### src/rtl/alu_muldiv_seq.sv
// Multi-cycle 8x8 shift-add multiply / 8/8 restoring divide sequencer.
// Drives the shared combinational ALU one step per EXEC cycle.
module alu_muldiv_seq #(
    parameter int               WIDTH   = 8,
    parameter logic [WIDTH-1:0] DZ_QUOT = 8'hFF
) (
    input  logic             clk,
    input  logic             rst_n,
    input  logic             start,
    input  logic             op,
    input  logic [WIDTH-1:0] opa,
    input  logic [WIDTH-1:0] opb,
    output logic             busy,
    output logic             done,
    output logic [WIDTH-1:0] result_hi,
    output logic [WIDTH-1:0] result_lo,
    output logic             dz_err,
    output logic [WIDTH-1:0] alu_a,
    output logic [WIDTH-1:0] alu_b,
    output logic [2:0]       alu_fs,
    output logic             alu_ci,
    input  logic [WIDTH-1:0] alu_f,
    input  logic [3:0]       alu_status
);

    typedef enum logic [1:0] {
        S_IDLE,
        S_EXEC,
        S_SHIFT,
        S_DONE
    } state_t;

    localparam logic [2:0] FS_ADD = 3'b010;
    localparam logic [2:0] FS_SUB = 3'b011;

    state_t           state_q, state_d;
    logic [2:0]       count_q, count_d;
    logic [WIDTH-1:0] opnd_q, opnd_d;
    logic [WIDTH-1:0] hi_q, hi_d;
    logic [WIDTH-1:0] lo_q, lo_d;
    logic             cbit_q, cbit_d;
    logic             op_q, op_d;
    logic [WIDTH-1:0] res_hi_q, res_hi_d;
    logic [WIDTH-1:0] res_lo_q, res_lo_d;
    logic             dz_q, dz_d;
    logic             carry;
    logic             unused_status;

    assign carry         = alu_status[2];
    assign unused_status = ^{alu_status[3], alu_status[1:0]};

    always_ff @(posedge clk or negedge rst_n) begin
        if (!rst_n) begin
            state_q  <= S_IDLE;
            count_q  <= '0;
            opnd_q   <= '0;
            hi_q     <= '0;
            lo_q     <= '0;
            cbit_q   <= 1'b0;
            op_q     <= 1'b0;
            res_hi_q <= '0;
            res_lo_q <= '0;
            dz_q     <= 1'b0;
        end else begin
            state_q  <= state_d;
            count_q  <= count_d;
            opnd_q   <= opnd_d;
            hi_q     <= hi_d;
            lo_q     <= lo_d;
            cbit_q   <= cbit_d;
            op_q     <= op_d;
            res_hi_q <= res_hi_d;
            res_lo_q <= res_lo_d;
            dz_q     <= dz_d;
        end
    end

    always_comb begin
        state_d  = state_q;
        count_d  = count_q;
        opnd_d   = opnd_q;
        hi_d     = hi_q;
        lo_d     = lo_q;
        cbit_d   = cbit_q;
        op_d     = op_q;
        res_hi_d = res_hi_q;
        res_lo_d = res_lo_q;
        dz_d     = dz_q;
        unique case (state_q)
            S_IDLE: begin
                if (start) begin
                    op_d    = op;
                    hi_d    = '0;
                    cbit_d  = 1'b0;
                    count_d = '0;
                    dz_d    = 1'b0;
                    if (op) begin
                        opnd_d = opb;
                        lo_d   = opa;
                        if (opb == '0) begin
                            state_d  = S_DONE;
                            res_hi_d = opa;
                            res_lo_d = DZ_QUOT;
                            dz_d     = 1'b1;
                        end else begin
                            state_d = S_SHIFT;
                        end
                    end else begin
                        opnd_d  = opa;
                        lo_d    = opb;
                        state_d = S_EXEC;
                    end
                end
            end
            S_EXEC: begin
                if (!op_q) begin
                    hi_d    = alu_f;
                    cbit_d  = carry;
                    state_d = S_SHIFT;
                end else begin
                    // Remainder bit 8 or no borrow: keep the difference.
                    if (cbit_q | carry) begin
                        hi_d    = alu_f;
                        lo_d[0] = 1'b1;
                    end else begin
                        lo_d[0] = 1'b0;
                    end
                    count_d = count_q + 3'd1;
                    if (count_q == 3'd7) begin
                        state_d  = S_DONE;
                        res_hi_d = hi_d;
                        res_lo_d = lo_d;
                    end else begin
                        state_d = S_SHIFT;
                    end
                end
            end
            S_SHIFT: begin
                if (!op_q) begin
                    {hi_d, lo_d} = {cbit_q, hi_q, lo_q[WIDTH-1:1]};
                    count_d      = count_q + 3'd1;
                    if (count_q == 3'd7) begin
                        state_d  = S_DONE;
                        res_hi_d = hi_d;
                        res_lo_d = lo_d;
                    end else begin
                        state_d = S_EXEC;
                    end
                end else begin
                    {cbit_d, hi_d, lo_d} = {hi_q, lo_q, 1'b0};
                    state_d              = S_EXEC;
                end
            end
            S_DONE: begin
                state_d = S_IDLE;
            end
            default: begin
                state_d = S_IDLE;
            end
        endcase
    end

    always_comb begin
        alu_a  = '0;
        alu_b  = '0;
        alu_fs = 3'b000;
        alu_ci = 1'b0;
        if (state_q == S_EXEC) begin
            alu_a = hi_q;
            if (op_q) begin
                alu_b  = opnd_q;
                alu_fs = FS_SUB;
                alu_ci = 1'b1;
            end else begin
                alu_b  = lo_q[0] ? opnd_q : '0;
                alu_fs = FS_ADD;
            end
        end
        busy      = (state_q != S_IDLE);
        done      = (state_q == S_DONE);
        result_hi = res_hi_q;
        result_lo = res_lo_q;
        dz_err    = dz_q;
    end

endmodule

### config.mk
export PLATFORM = sky130hd
export DESIGN_NAME = alu_muldiv_seq
export DESIGN_NICKNAME = d
export VERILOG_FILES = /design/src/rtl/alu_muldiv_seq.sv
export SDC_FILE = /design/constraint.sdc
export NUM_CORES = 1
export LEC_CHECK = 0
export BUFFER_PORTS_ARGS = -buffer_cell sky130_fd_sc_hd__buf_2
export CAP_MARGIN = 15
export CORE_AREA = 5 5 119 121
export DETAILED_ROUTE_END_ITERATION = 8
export DIE_AREA = 0 0 124 126
export GPL_TIMING_DRIVEN = 0
export PLACE_DENSITY = 0.44
export SYNTH_ARGS = -nofsm -noshare
export SYNTH_HDL_FRONTEND = slang
export SYNTH_SLANG_ARGS = --single-unit
### constraint.sdc
create_clock -name clk -period 6.6 [get_ports clk]
set_input_delay 1.32 -clock clk [delete_from_list [all_inputs] [get_ports clk]]
set_output_delay 1.32 -clock clk [all_outputs]
set_load 0.01 [all_outputs]
==> summary.txt <==
Worst hold stages -> 1
Biggest area consumer among synthesized cells -> dfrtp_1
Largest net degree at the start of global routing -> 49
Synth Register Bits -> 48
Async S/R FF share, synth -> 100%
DRC errors left -> 0
Share of layout cells above drive strength 1 -> 25.4%
Final Wtd Congestion -> 0.814
Post-synth top flop -> dfrtp_1
Final Cell Area -> 3850 sq um
CTS Sinks -> 48
Cells after synthesis -> 336
Fmax -> 252 MHz
Post-synth EDFFs -> 0
Peak supply drop -> 0.166 mV
Clk slew on worst S/H paths -> 70 ps
DP HPWL -> 7.75 mm
Element type at the critical path start -> flop
Cell variety after synth -> 40
Synth top cells by count -> dfrtp_1, a21oi_1, mux2i_1, nor2_1, nand2_1
DP Area -> 3690 sq um
ANT nets after route -> 0
Worst-Skew Late Latency -> 290 ps
Area of the multi-input gates -> 1760 sq um
Initial core utilization -> 24.2%
Clk_skew -> 4.93 ps
H-tree levels -> 2
DRC marker count from the first detailed-route iteration -> 201
Wl on met1 -> 4.60 mm
CTS Buffer Depth -> 2
Nets -> 449
Worst setup EP type -> output pin
Net Count, Synth -> 376
Fraction of the yosys area taken by sequential cells -> 38.2%
Most numerous cell in the Yosys netlist -> dfrtp_1
Critical Path AT -> 2640 ps
Final wirelength -> 10.3 mm
Max Cap Viol -> 0
Synth Area in XOR/XNOR -> 0%
Vias post-DR -> 2,837
Post_cts resized -> 0
Period Utilization, post-route -> 60.1%
Mapped Avg Cell Area -> 9.37 sq um
Vias/cell -> 4.85
CP Class -> flop to output pin
Core area -> 13,000 sq um
Synth top area share -> 38.2%
HP Class -> flop to flop
Final setup vio count -> 0
Run status -> finished, final reports clean
Die Span Y -> 126 um
Ports -> 71
Met3 WL -> 552 um
# hold bufs at CTS -> 0
Die area -> 15,600 sq um
Gr ovfl total -> 0
Post-synthesis compound-gate area fraction -> 20.2%
Area Overhead vs Synth -> 22.2%
Power per cell area -> 502 nW/um^2
Slowest CP cell -> clkbuf_1
Worst Reg-to-Reg Cells -> 7
Cell area after synthesis -> 3150 sq um
First-pass GRT wire length -> 16.2 mm
Synth Area in Adders -> 3.18%
Post-layout util -> 29.6%
Initial antenna violation count -> 0
Post-CTS setup buffer count -> 0
CTS tree -> yes
Slew HR -> 20.2%
CP max FO -> 10
RSZ-0062 raised after global routing -> false
Number of port buffers -> 65
Root Driver -> clkbuf_16
P_leak -> 1.75 nW
Tot GR Track Use -> 13.3%
Worst path required time -> 5280 ps
Antenna cells -> 0
Chip width -> 124 um
Slew of the pin with the lowest slew margin -> 1190 ps
Slew Viols, Final -> 0
WL per Instance -> 17.6 um
# fillers -> 1,409
Simple-Gate Fraction of Synth Area -> 15.0%
Vias in the first global route -> 2,845
Routed wl met2 -> 4.89 mm
Syn. warnings -> 0
Max incr delay on CP -> 430 ps
Detailed-router iteration count before antenna repair -> 4
Largest cells by area after synthesis -> dfrtp_1, mux2i_1, mux2_4, a21oi_1, mux2_2
Mux contribution to synthesized area -> 17.5%
Final Hold Viols -> 0
TritonCTS Buffers -> 5
Std cell rows -> 42
CP cell instances -> inv_1 -> ha_1 -> clkbuf_1 -> buf_1 -> o21a_1 -> and2_1 -> buf_2
FF+latch area -> 1200 sq um
Minimum clock period -> 3960 ps
Main combinational cell family by area after synthesis -> compound AO/OA/AOI/OAI gates
Setup TNS -> 0 ps
Uppermost layer routed -> met4
[cell type report]
type / instances / share of cell area, %
multi-input combinational: 244 / 45.8
sequential: 48 / 31.2
timing repair buffer: 66 / 8.98
tap: 176 / 5.73
clock buffer: 6 / 3.35
buffer: 28 / 3.22
inverter: 16 / 1.56
clock inverter: 1 / 0.130
[metrics by stage]
stage | power (mW) | setup WS [ps] | hold WS, ps | std cells
floorplan | 1.33 | 3580 | 487 | 336
global placement | 1.68 | 2930 | 490 | 577
detailed placement | 1.69 | 2920 | 498 | 577
CTS | 1.95 | 2610 | 516 | 584
global route | 2.09 | 2380 | 521 | 585
finish | 1.93 | 2640 | 505 | 585
[report_power, final]
| part | switching [mW] | internal, mW | leakage (nW) |
|---|---|---|---|
| logic | 0.650 | 0.489 | 1.11 |
| clock network | 0.109 | 0.138 | 0.0667 |
| registers | 0.116 | 0.429 | 0.577 |
| total | 0.876 | 1.06 | 1.75 |
[layout by cell type (no fill, tap or decap), drive strengths merged]
cell and instances:
nor2 26, a21oi 31, a221o 6, mux2i 25
buf 73, inv 15, mux2 23, ha 8
o22ai 8, a311oi 2, a22oi 5, nand3 14
a211oi 2, nor3 1, conb 1, a31oi 3
nor3b 1, a22o 7, dfrtp 48, o31ai 1
nor2b 3, o21bai 1, a221oi 1, nand2b 3
nor4bb 1, clkinv 2, o21ai 12, nor4 3
and2 18, nand2 22, a21o 2, a31o 1
o221ai 12, o21a 1, clkbuf 27
[critical path, delay by kind of cell (launching register included)]
kind | cells | cell delay [ps]
buffers and inverters | 4 | 1100
AOI/OAI and AO/OA | 1 | 350
and+or+nand+nor | 1 | 180
DFF | 1 | 410
adders and majority gates | 1 | 310
[layer usage]
| layer | global-route usage, % | vias to the layer above |
|---|---|---|
| met5 | 0 | - |
| met4 | 4.32 | 0 |
| met3 | 2.29 | 14 |
| met2 | 21.1 | 73 |
| met1 | 18.4 | 1386 |
| li1 | - | 1364 |
[worst paths after layout]
| check | from | endpoint | slack, ps |
|---|---|---|---|
| worst min register to register | result_hi[6] | result_hi[6] | 510 |
| max in group asynchronous | rst_n | hi_q[1] | 5050 |
| worst max-delay path | state_q[1] | alu_b[1] | 2640 |
| min in group asynchronous | rst_n | opnd_q[5] | 1000 |
| worst max register to register | state_q[0] | cbit_q | 3810 |
| worst min-delay path | result_hi[6] | result_hi[6] | 510 |
[kinds of logic (layout without fill, tap and decap cells)]
| family | Yosys count | count (layout) |
|---|---|---|
| flip-flops | 48 | 48 |
| buffers and inverters | 44 | 117 |
| AO/OA/AOI/OAI | 95 | 95 |
| adder cells (fa/ha/maj) | 8 | 8 |
| other | 1 | 1 |
| AND/OR/NAND/NOR | 92 | 92 |
| multiplexers | 48 | 48 |
[flip-flops by register name, indices dropped and copies added (netlist names)]
| signal | flops |
|---|---|
| dz_err | 1 |
| state_q | 2 |
| hi_q | 8 |
| result_hi | 8 |
| cbit_q | 1 |
| op_q | 1 |
| count_q | 3 |
| lo_q | 8 |
| result_lo | 8 |
| opnd_q | 8 |
Power figures use the tool's default switching activity.
